--- config.mk ---
export PLATFORM = sky130hd
export DESIGN_NAME = rf_scoreboard
export DESIGN_NICKNAME = d
export VERILOG_FILES = /design/src/rtl/rf_pkg.sv /design/src/rtl/sb_counter.sv /design/src/rtl/rf_scoreboard.sv
export SDC_FILE = /design/constraint.sdc
export NUM_CORES = 1
export LEC_CHECK = 0
export ABC_AREA = 1
export CAP_MARGIN = 20
export CORE_AREA = 2 2 115 229
export DETAILED_ROUTE_END_ITERATION = 12
export DIE_AREA = 0 0 117 231
export GPL_TIMING_DRIVEN = 1
export PLACE_DENSITY = 0.45
export SLEW_MARGIN = 30
export SYNTH_ARGS = -nofsm -noshare
export SYNTH_HDL_FRONTEND = slang
export SYNTH_SLANG_ARGS = --single-unit
--- constraint.sdc ---
create_clock -name i_clk -period 3.3 [get_ports i_clk]
set_input_delay 0.495 -clock i_clk [delete_from_list [all_inputs] [get_ports i_clk]]
set_output_delay 0.495 -clock i_clk [all_outputs]
set_load 0.005 [all_outputs]
--- src/rtl/rf_pkg.sv ---
// Register-file constants and types shared by the register file, the decode stage
// and the read-side scoreboard.
package rf_pkg;
    localparam int NUM_REGS   = 32;
    localparam int REG_ADDR_W = 5;
    localparam int XLEN       = 32;

    typedef logic [REG_ADDR_W-1:0] reg_addr_t;

    localparam reg_addr_t REG_ZERO = 5'd0;

    // x0 is hardwired to zero, so it never carries a pending write.
    function automatic logic is_tracked(input reg_addr_t addr);
        return addr != REG_ZERO;
    endfunction
endpackage

--- src/rtl/sb_counter.sv ---
// Per-register pending-write counter for the scoreboard: counts issued writes up and
// completed writebacks down; simultaneous inc and dec leave the count unchanged.
module sb_counter #(
    parameter int CNT_W = 2
) (
    input  logic             i_clk,
    input  logic             i_rst_n,
    input  logic             inc,
    input  logic             dec,
    output logic [CNT_W-1:0] count,
    output logic             nonzero,
    output logic             at_max
);
    logic [CNT_W-1:0] count_reg;

    // Overflow/underflow are prevented upstream (saturation stall, dec only when nonzero).
    always_ff @(posedge i_clk or negedge i_rst_n) begin
        if (!i_rst_n) begin
            count_reg <= '0;
        end else if (inc && !dec) begin
            count_reg <= count_reg + 1'b1;
        end else if (dec && !inc) begin
            count_reg <= count_reg - 1'b1;
        end
    end

    assign count   = count_reg;
    assign nonzero = (count_reg != '0);
    assign at_max  = (count_reg == '1);
endmodule

--- src/rtl/rf_scoreboard.sv ---
// Read-side RAW/WAW hazard scoreboard for the 32x32 register file with a global
// in-flight write cap. Define SB_WB_BYPASS_EN to let same-cycle writebacks release hazards.
module rf_scoreboard
    import rf_pkg::*;
#(
    parameter int CNT_W        = 2,
    parameter int MAX_INFLIGHT = 8
) (
    input  logic                i_clk,
    input  logic                i_rst_n,
    input  logic                i_issue_valid,
    output logic                o_issue_ready,
    input  logic [4:0]          i_issue_rs1,
    input  logic                i_issue_rs1_used,
    input  logic [4:0]          i_issue_rs2,
    input  logic                i_issue_rs2_used,
    input  logic                i_issue_rd_wen,
    input  logic [4:0]          i_issue_rd,
    input  logic                i_wb_valid,
    input  logic [4:0]          i_wb_rd,
    output logic [NUM_REGS-1:0] o_busy,
    output logic [5:0]          o_inflight,
    output logic                o_err
);
    logic [NUM_REGS-1:0][CNT_W-1:0] cnt;
    logic [NUM_REGS-1:0]            nonzero_vec;
    logic [NUM_REGS-1:0]            at_max_vec;
    logic [NUM_REGS-1:0]            inc_vec;
    logic [NUM_REGS-1:0]            dec_vec;

    logic [5:0] inflight_reg;
    logic [5:0] inflight_next;
    logic       err_reg;

    logic fire;
    logic issue_counts;
    logic wb_release;
    logic wb_error;
    logic raw1;
    logic raw2;
    logic sat;
    logic full;
    logic rel_rs1;
    logic rel_rs2;
    logic rel_rd;
    logic rel_any;

    assign issue_counts = i_issue_rd_wen && is_tracked(i_issue_rd);
    assign fire         = i_issue_valid && o_issue_ready;

    // A writeback only releases something if the register actually has a pending write.
    assign wb_release = i_wb_valid && is_tracked(i_wb_rd) && nonzero_vec[i_wb_rd];
    assign wb_error   = i_wb_valid && is_tracked(i_wb_rd) && !nonzero_vec[i_wb_rd];

`ifdef SB_WB_BYPASS_EN
    assign rel_rs1 = wb_release && (i_wb_rd == i_issue_rs1);
    assign rel_rs2 = wb_release && (i_wb_rd == i_issue_rs2);
    assign rel_rd  = wb_release && (i_wb_rd == i_issue_rd);
    assign rel_any = wb_release;
`else
    assign rel_rs1 = 1'b0;
    assign rel_rs2 = 1'b0;
    assign rel_rd  = 1'b0;
    assign rel_any = 1'b0;
`endif

    // pend(rs) = cnt[rs] - same-cycle release; release implies cnt != 0, so no underflow.
    assign raw1 = i_issue_rs1_used && is_tracked(i_issue_rs1)
                  && ((cnt[i_issue_rs1] - CNT_W'(rel_rs1)) != '0);
    assign raw2 = i_issue_rs2_used && is_tracked(i_issue_rs2)
                  && ((cnt[i_issue_rs2] - CNT_W'(rel_rs2)) != '0);
    assign sat  = issue_counts && at_max_vec[i_issue_rd] && !rel_rd;
    assign full = issue_counts && (inflight_reg == 6'(MAX_INFLIGHT)) && !rel_any;

    assign o_issue_ready = !(raw1 || raw2 || sat || full);

    assign cnt[0]         = '0;
    assign nonzero_vec[0] = 1'b0;
    assign at_max_vec[0]  = 1'b0;
    assign inc_vec[0]     = 1'b0;
    assign dec_vec[0]     = 1'b0;

    generate
        for (genvar gi = 1; gi < NUM_REGS; gi++) begin : g_cnt
            assign inc_vec[gi] = fire && issue_counts && (i_issue_rd == 5'(gi));
            assign dec_vec[gi] = wb_release && (i_wb_rd == 5'(gi));

            sb_counter #(
                .CNT_W (CNT_W)
            ) u_cnt (
                .i_clk   (i_clk),
                .i_rst_n (i_rst_n),
                .inc     (inc_vec[gi]),
                .dec     (dec_vec[gi]),
                .count   (cnt[gi]),
                .nonzero (nonzero_vec[gi]),
                .at_max  (at_max_vec[gi])
            );
        end
    endgenerate

    assign inflight_next = inflight_reg + 6'(fire && issue_counts) - 6'(wb_release);

    always_ff @(posedge i_clk or negedge i_rst_n) begin
        if (!i_rst_n) begin
            inflight_reg <= '0;
            err_reg      <= 1'b0;
        end else begin
            inflight_reg <= inflight_next;
            if (wb_error) begin
                err_reg <= 1'b1;
            end
        end
    end

    // Busy bits are a pure function of the counter flops, so they change only at the edge.
    assign o_busy     = nonzero_vec;
    assign o_inflight = inflight_reg;
    assign o_err      = err_reg;
endmodule

# Word-level counts from Yosys, hierarchy flattened

Cells that the tools add are included.
W data, S select, Z words.

Memories kept: 0
Memory bits (read-only): 0
Output and inout bits: 40
Bits of input ports: 27
Bits in writable memories: 0
Logic and storage cells: 536
Bits in registers: 69
Latch bits: 0

Div/mod/pow operators: 0
$add $sub $neg: 64
Eq/ne operators: 94
Reductions and logical operators: 271
Shift operators: 0
$lt $le $gt $ge: 4
Bitwise operators: 0
Multipliers: 0
Muxes and demuxes: 70

Operators with widths:

| cell                  | number |
|---|---|
| $eq A5 B5 Y1 const B  | 32 |
| $logic_and A1 B1 Y1   | 136 |
| $mux W2               | 64 |
| $reduce_bool A2 Y1    | 64 |
| $eq A5 B4 Y1 const B  | 16 |
| $logic_not A1 Y1      | 64 |
| $add A2 B1 Y2 const B | 31 |
| $eq A2 B2 Y1 const B  | 31 |
| $sub A2 B1 Y2 const B | 31 |
| $eq A5 B3 Y1 const B  | 8 |
| $lt A5 B6 Y1 const B  | 4 |
| $bmux W2 S5           | 2 |
| $eq A5 B2 Y1 const B  | 4 |
| $reduce_bool A5 Y1    | 4 |
| $bmux W1 S5           | 2 |
| $eq A5 B1 Y1 const B  | 2 |
| $add A6 B1 Y6         | 1 |
| $eq A6 B4 Y1 const B  | 1 |
| $sub A6 B1 Y6         | 1 |
| $logic_or A1 B1 Y1    | 3 |
| $mux W1               | 2 |

# Longest topological paths before layout

Gate-level depths: netlist of run 1.

Depth after elaboration: 15
Mapped depth: 24
Gate-level depth less buffers: 22

# By module

Synthesis of run 1 repeated with hierarchy kept, for this count alone.

Cells, all modules: 1079
Area total of the unflattened synthesis: 6616.3 um^2

By module, submodules not included:

| module        | times used | seq. area each (um^2) | area an instance (um^2) | cells each |
|---|---|---|---|---|
| sb_counter    | 31         | 50.0                  | 130.1                   | 18 |
| rf_scoreboard | 1          | 175.2                 | 2582.5                  | 521 |

# Least setup slack after synthesis of run 1

No wires, ideal clock.

Kind: input to register
Start: input port i_issue_rd[0]
End: register inflight_reg[4] (netlist: o_inflight[4])
Stages: 21
Path buffers: 3
Library setup time: 80 ps
Arrival time: 2967 ps
Data required time: 3220 ps
Setup slack: 253 ps
Cells stage by stage: buf_4 nor2_2 buf_4 nand2_1 nand3_1 nand2_1 nand2_1 nor2_1 nand2_1 nand3_1 nand2_2 nand4_4 buf_6 ha_1 inv_1 ha_1 fa_1 a21oi_1 nor2_1 nor2_1 xnor2_1

Word-level cells in the longest chain between the ends: 10
Elaborated cells between the ends (all ways): 13
Those cells by class: add/sub (2); mux (2); reduce/logical (9)

Ends and longest elaborated chain:

| what                                                                 | line                                     | RTL |
|---|---|---|
| from (decl)                                                          | rf_scoreboard.sv:18                      | `input logic [4:0] i_issue_rd,` |
| $bmux W1 S5 or $reduce_bool A5 Y1 (tied branches)                    | rf_scoreboard.sv:72, rf_pkg.sv:14        |  |
| $mux W1 (not written as such) or $logic_and A1 B1 Y1 (tied branches) | rf_scoreboard.sv:72, rf_scoreboard.sv:48 |  |
| $logic_and A1 B1 Y1                                                  | rf_scoreboard.sv:72                      | `assign sat = issue_counts && at_max_vec[i_issue_rd] && !rel_rd;` |
| $logic_or A1 B1 Y1 (2 in series)                                     | rf_scoreboard.sv:75                      | `assign o_issue_ready = !(raw1 \|\| raw2 \|\| sat \|\| full);` |
| $logic_not A1 Y1                                                     | rf_scoreboard.sv:75                      |  |
| $logic_and A1 B1 Y1                                                  | rf_scoreboard.sv:49                      | `assign fire = i_issue_valid && o_issue_ready;` |
| $logic_and A1 B1 Y1 *                                                | rf_scoreboard.sv:102                     | `assign inflight_next = inflight_reg + 6'(fire && issue_counts) - 6'(wb_release);` |
| $add A6 B1 Y6 *                                                      | rf_scoreboard.sv:102                     |  |
| $sub A6 B1 Y6 *                                                      | rf_scoreboard.sv:102                     |  |
| named net inflight_next[4]                                           | rf_scoreboard.sv:32                      | `logic [5:0] inflight_next;` |
| to (signal assigned)                                                 | rf_scoreboard.sv:109                     | `inflight_reg <= inflight_next;` |
| to (decl)                                                            | rf_scoreboard.sv:31                      | `logic [5:0] inflight_reg;` |

Mark *: on every way through the listed nets, which the timed path passes. The rest lies on a longest branch. The select of a mux whose other input is x is not followed.
A chain may end at the register's enable or synchronous reset.

# Final worst setup path of run 1

Start: input port i_issue_rs1[1]
End: register inflight_reg[4] (netlist: o_inflight[4])

Word-level cells in the longest chain between the ends: 12
Elaborated cells between the ends (all ways): 14
Those cells by class: add/sub (2); mux (2); reduce/logical (10)

Ends and longest elaborated chain:

| what                               | line                 | RTL |
|---|---|---|
| from (decl)                        | rf_scoreboard.sv:13  | `input logic [4:0] i_issue_rs1,` |
| $bmux W2 S5                        | rf_scoreboard.sv:69  | `&& ((cnt[i_issue_rs1] - CNT_W'(rel_rs1)) != '0);` |
| $mux W2 (not written as such)      | rf_scoreboard.sv:69  |  |
| $reduce_bool A2 Y1                 | rf_scoreboard.sv:69  |  |
| $logic_and A1 B1 Y1 *              | rf_scoreboard.sv:69  |  |
| $logic_or A1 B1 Y1 * (3 in series) | rf_scoreboard.sv:75  |  |
| $logic_not A1 Y1 *                 | rf_scoreboard.sv:75  |  |
| $logic_and A1 B1 Y1 *              | rf_scoreboard.sv:49  |  |
| $logic_and A1 B1 Y1 *              | rf_scoreboard.sv:102 |  |
| $add A6 B1 Y6 *                    | rf_scoreboard.sv:102 |  |
| $sub A6 B1 Y6 *                    | rf_scoreboard.sv:102 |  |
| named net inflight_next[4]         | rf_scoreboard.sv:32  |  |

Marked as above.

==> results.md, run 1 <==
- Worst-path maximum fanout: 3
- Fin nets: 1085
- Synth Cell Area: 5980 um2
- Clk slew on worst S/H paths: 70 ps
- Worst slew pin tran: 692 ps
- Final Max Tran Viols: 0
- Main area contributors after synthesis: dfrtp_1 (29%), nand2_1 (12%), ha_1 (8.2%)
- Pin count of the biggest net entering global routing: 70
- Worst Setup End Kind: register
- Chip Height: 231 um
- Vias in the first global route: 5931
- Yosys top cell by area: dfrtp_1
- Fraction of layout cells with a size suffix above 1: 19.0%
- Gr usage total: 15.9%
- Via density: 4.37
- Final WS setup: 143 ps
- Footprint of the multi-input gates: 3520 um2
- Num rows: 83
- FF-to-FF setup slack: 150 ps
- Storage element area: 1730 um2
- Antenna diodes: 0
- Length in cells of the worst reg-to-reg path: 18
- Critical path type: input pin to register
- Core ar.: 25400 um2
- Yosys warns: 0
- Antenna-violating nets left: 0
- Maximum clock path buffer count: 2
- Hold_buf cts: 0
- CTS buffer count: 9
- CTS root buf: clkbuf_16
- Number of synthesized flops with an enable pin: 0
- Synth cell count leaders: nand2_1 (194), nor2_1 (117), inv_1 (109)
- Syn avg cell area: 6.88 um2
- Crit Reg-Reg Startpoint: g_cnt[26].u_cnt.count[0]
- Per-cell routed wire length: 15.3 um
- Hold WC Path Type: input pin to asynchronous set/reset pin
- Die X: 117 um
- Maximum vdd drop: 380 uV
- CTS tree: done
- Via count: 5954
- Clk_lat worst skew: 350 ps
- Final WL: 20900 um
- Sequential element share of the synthesized area: 28.9%
- Initial antenna violation count: 0
- Setup TNS: 0 ps
- Initial DRC count: 296
- Cell count after synthesis: 870
- Drt first pass iters: 5
- Worst hold slack: 147 ps
- CP Data Required Time: 3570 ps
- Cell with the most instances after synthesis: nand2_1
- Global-route wire length before repair: 32300 um
- Max Freq: 0.317 GHz
- Post-synthesis cell type count: 36
- CTS HTree Levels: 3
- Ports: 67
- GRT overflow: 0
- Layout fillers: 2799
- Initial Util: 23.5%
- Final setup violation count: 0
- FF-to-FF End: o_inflight[4]
- Syn Nets: 937
- Max-cap violations: 0
- Final Hold Fails: 0
- Main flop type after synthesis: dfrtp_1
- FFs w/ async S/R, synth: 100%
- Largest register FFs: 62
- Minimum clock period: 3160 ps
- Clock sink count: 69
- Relative slew margins: 53.9%
- Yosys reg bits: 69
- Leak: 3.79 nW
- # port buffers: 65
- Share of the synthesized area in the top cell type: 28.9%
- Die ar.: 27000 um2
- P&R area growth vs syn: 33.9%
- Placer Congestion: 0.951
- Post-detailed-route DRC marker count: 0
- Power per cell area: 684 nW/um2
- Worst Skew: 10.3 ps
- Period utilization: 95.7%
- Run status: completed
- Worst Path Arrival: 3430 ps
- Pre-CTS setup slack: -488 ps
- Final HPWL DP: 16800 um
- Worst setup SP type: input pin
[how the worst max path moves through the flow]
| stage | from | slack, ps | endpoint |
|---|---|---|---|
| 3_3_place_gp | i_issue_rs1[0] | -490 | o_inflight[4] |
| 4_1_cts | i_issue_rs1[0] | 10 | o_inflight[4] |
| 3_5_place_dp | i_issue_rs1[0] | -490 | o_inflight[4] |
| 2_1_floorplan | i_issue_rd[0] | 250 | o_inflight[4] |
| 5_1_grt | i_issue_rs1[1] | -70 | o_inflight[4] |
| 6_report | i_issue_rs1[1] | 140 | o_inflight[4] |
[what timing repair did]
action | 4_1_cts | 5_1_grt
setup endpoints to repair | 4 | 39
resized for setup | 5 | 24
buffers inserted | 1 | 0
pin swaps | 1 | 4
[routing by layer]
metal / part of all wire [%] / global-route usage [%] / vias to the layer above
met3: 4.3 / 2.44 / 36
met1: 46 / 21.1 / 2757
met5: 0 / 0 / -
met4: 2.5 / 5.44 / 0
met2: 47 / 25.8 / 146
li1: - / - / 3015
[kinds of logic after synthesis]
logic type	Yosys count	share of synthesized area, %
simple gates	413	29.3
buf+inv	165	13.2
other cells	1	0.0627
flops	69	28.9
fa+ha+maj	40	8.49
xor+xnor	66	9.66
compound gates	116	10.3
[worst max-delay path, cell delays in order]
cell             delay (ps)
clkdlybuf4s50_1         490
inv_1                   100
nand2_2                 130
o21ai_0                  90
nor2_1                  100
nand2_1                 110
nand2_1                  80
nand2_1                  50
nand2_1                  80
nand2_1                  70
nand2_2                 140
nand4_4                 150
ha_1                    310
inv_1                    40
ha_1                    200
fa_2                    360
a21oi_2                 130
nor2_1                   50
nor2_1                  120
xnor2_1                 140
[placed cells by master, fill, tap and decap left out, types with 10 or more instances in the layout]
master             n
xor2_1            17
nand4_1           10
o21ai_0           53
ha_1              39
nor2_1           113
nor2_2            34
dfrtp_1           69
clkdlybuf4s50_1   56
xnor2_1           49
inv_1            108
a21oi_1           42
nand3_1           54
nand2_1          188
buf_4            120
[metrics by stage]
stage | area [um2] | power (mW) | util, % | instances
2_1_floorplan | 5980 | 3.26 | - | 870
3_3_place_gp | 7600 | 4.40 | 29.9 | 1346
3_5_place_dp | 7600 | 4.41 | 29.9 | 1346
4_1_cts | 7930 | 5.48 | 31.2 | 1363
5_1_grt | 8010 | 5.91 | 31.5 | 1363
6_report | 8010 | 5.48 | 31.5 | 1363
[area by class of cell]
type                            instances  share of cell area (%)
Clock buffer                            9                    2.81
Tap cell                              340                    5.31
Sequential cell                        69                    21.6
Inverter                              115                    5.39
Timing Repair Buffer                  187                    20.0
Clock inverter                          7                   0.937
Multi-Input combinational cell        636                    44.0
[report_power, final]
group	switching, mW	total, mW	internal [mW]
logic	1.55	2.84	1.29
clock network	0.423	1.01	0.589
registers	0.368	1.63	1.26
No activity file was read; power rests on OpenSTA's default activity.
==> inputs of run 2 (changes only) <==
Settings changed: GPL_TIMING_DRIVEN 1 to not set.
==> results of run 2 <==
The final DEF is identical to that of run 1; final timing and power are the same.
==> inputs of run 3 (changes only) <==
Settings changed: SLEW_MARGIN 30 to 0.
==> run 3 against run 2 <==
Against the previous run: combinational power is essentially flat; non-clock buffer count is the same; register-to-register slack is essentially flat; sequential cell count is the same; first-iteration DRC count is the same; via count is essentially flat; count of clock-buffer cells in the layout is the same; total power is essentially flat; sequential power is essentially flat; largest power group unchanged.
==> results.md, run 3 (synthesized netlist as in run 1, its figures left out) <==
- Total power: 5.48 mW (about the same)
- Global-route wire length before repair: 32300 um (unchanged)
- Worst Setup End Kind: register
- Via density: 4.37 (about the same)
- Critical-path top delay cell: clkdlybuf4s50_1
- Placer Congestion: 0.951 (unchanged)
- Hold_buf cts: 0 (unchanged)
- Chip Height: 231 um (unchanged)
- Initial Util: 23.5% (unchanged)
- Max-cap violations: 0 (unchanged)
- Die X: 117 um (unchanged)
- Run status: completed
- Clk_lat worst skew: 350 ps (about the same)
- Most frequent CP cell: nand2_1
- P&R area growth vs syn: 33.8% (about the same)
- Antenna-violating nets left: 0 (unchanged)
- CP cell instances: clkdlybuf4s50_1 > inv_1 > nand2_2 > o21ai_0 > nor2_1 > nand2_1 > nand2_1 > nand2_1 > nand2_1 > nand2_1 > nand2_2 > nand4_4 > ha_1 > inv_1 > ha_1 > fa_2 > a21oi_2 > nor2_1 > nor2_1 > xnor2_1
- Minimum clock period: 3160 ps (unchanged)
- Cell family with most CP delay: simple AND/OR/NAND/NOR gates
- Gr usage total: 15.9% (unchanged)
- Critical path depth: 20 (unchanged)
- Final Max Tran Viols: 0 (unchanged)
- # port buffers: 65 (unchanged)
- Worst Skew: 10.3 ps (unchanged)
- WP buf/inv: 3 (unchanged)
- Pin count of the biggest net entering global routing: 70 (unchanged)
- Via count: 5953 (-0.017%)
- Clock sink count: 69 (unchanged)
- Layout fillers: 2798 (-0.036%)
- CTS tree: done
- Max Freq: 0.317 GHz (unchanged)
- Final Hold Fails: 0 (unchanged)
- Final setup violation count: 0 (unchanged)
- CTS root buf: clkbuf_16
- Largest register FFs: 62 (unchanged)
- Drt first pass iters: 5 (unchanged)
- Pre-CTS setup slack: -488 ps (unchanged)
- GRT overflow: 0 (unchanged)
- Final WS setup: 143 ps (unchanged)
- Relative slew margins: 36.5% (-17 points)
- CTS buffer count: 9 (unchanged)
- Worst-path maximum fanout: 3 (unchanged)
- Initial antenna violation count: 0 (unchanged)
- Ports: 67 (unchanged)
- Clk slew on worst S/H paths: 70 ps (about the same)
- Power per cell area: 684 nW/um2 (about the same)
- Antenna diodes: 0 (unchanged)
- Length in cells of the worst reg-to-reg path: 18 (unchanged)
- Die ar.: 27000 um2 (unchanged)
- Critical path type: input pin to register
- Post-detailed-route DRC marker count: 0 (unchanged)
- Vias in the first global route: 5931 (unchanged)
- Maximum vdd drop: 380 uV (unchanged)
- Worst slew pin tran: 953 ps (+261 ps)
- Fin nets: 1085 (unchanged)
- Hold WC Path Type: input pin to asynchronous set/reset pin
- Maximum clock path buffer count: 2 (unchanged)
- Fraction of layout cells with a size suffix above 1: 19.0% (unchanged)
- Commonest non-fill, non-tap cells in the layout: nand2_1 (188), buf_4 (121), nor2_1 (113), inv_1 (108), dfrtp_1 (69)
- Worst Path Arrival: 3430 ps (about the same)
- Final WL: 20900 um (about the same)
- CTS HTree Levels: 3 (unchanged)
- CP Data Required Time: 3570 ps (about the same)
- Num rows: 83 (unchanged)
- Most common cell after layout, fill and taps aside: nand2_1
- Core ar.: 25400 um2 (unchanged)
- Leak: 3.79 nW (about the same)
- Initial DRC count: 296 (unchanged)
- Slowest stage delay, CP: 490 ps (about the same)
- Period utilization: 95.7% (unchanged)
- Per-cell routed wire length: 15.3 um (about the same)
- Setup TNS: 0 ps (unchanged)
- Worst setup SP type: input pin
- Final HPWL DP: 16800 um (unchanged)
## run 3: cell types whose count changed in the layout (fill, tap and decap cells not counted)
cell   delta
buf_4     +1
buf_6     -1
## run 3: path summary, 6_finish.rpt
| check | startpoint | slack [ps] | end |
|---|---|---|---|
| worst max-delay path | i_issue_rs1[1] | 140 | o_inflight[4] |
| worst min-delay path | i_rst_n | 280 | g_cnt[4].u_cnt.count[0] |
| worst max register to register | g_cnt[26].u_cnt.count[0] | 150 | o_inflight[4] |
| worst min register to register | g_cnt[18].u_cnt.count[0] | 480 | g_cnt[18].u_cnt.count[0] |
| max in group asynchronous | i_rst_n | 2370 | g_cnt[24].u_cnt.count[0] |
| min in group i_clk | g_cnt[18].u_cnt.count[0] | 480 | g_cnt[18].u_cnt.count[0] |
## run 3: per-stage QoR
| stage | area, um2 | util, % | instances | hold slack [ps] |
|---|---|---|---|---|
| detailed placement | 7600 | 29.9 | 1346 | 473 |
| global route | 8010 | 31.5 | 1363 | 370 |
| finish | 8010 | 31.5 | 1363 | 276 |
| global placement | 7600 | 29.9 | 1346 | 468 |
| floorplan | 5980 | - | 870 | 199 |
| CTS | 7930 | 31.2 | 1363 | 332 |
## run 3: layout make-up
class	count	area [um2]	share of cell area (%)
multi-input cells	636	3520	44.0
flip-flops and latches	69	1730	21.6
repair buffers	187	1600	19.9
inverters	115	432	5.39
well taps	340	425	5.31
clock buffers	9	225	2.81
clock inverters	7	75.1	0.938
## run 3: report_power, final
part	total [mW]	switching [mW]	internal [mW]	leakage [nW]
sequential	1.63	0.368	1.26	0.826
clock	1.01	0.423	0.589	0.150
combinational	2.84	1.55	1.29	2.82
## run 3: metal layers
metal	routed length, um	track usage [%]	share of wire (%)
met5	0	0	0
met4	528	5.44	2.5
met3	895	2.44	4.3
met2	9790	25.8	47
met1	9640	21.1	46
## run 3: timing repair
action / 4_1_cts / 5_1_grt
hold endpoints to repair: 0 / 0
setup endpoints to repair: 4 / 39
pin swaps: 1 / 4
setup buffers: 1 / 0
resized for setup: 5 / 24
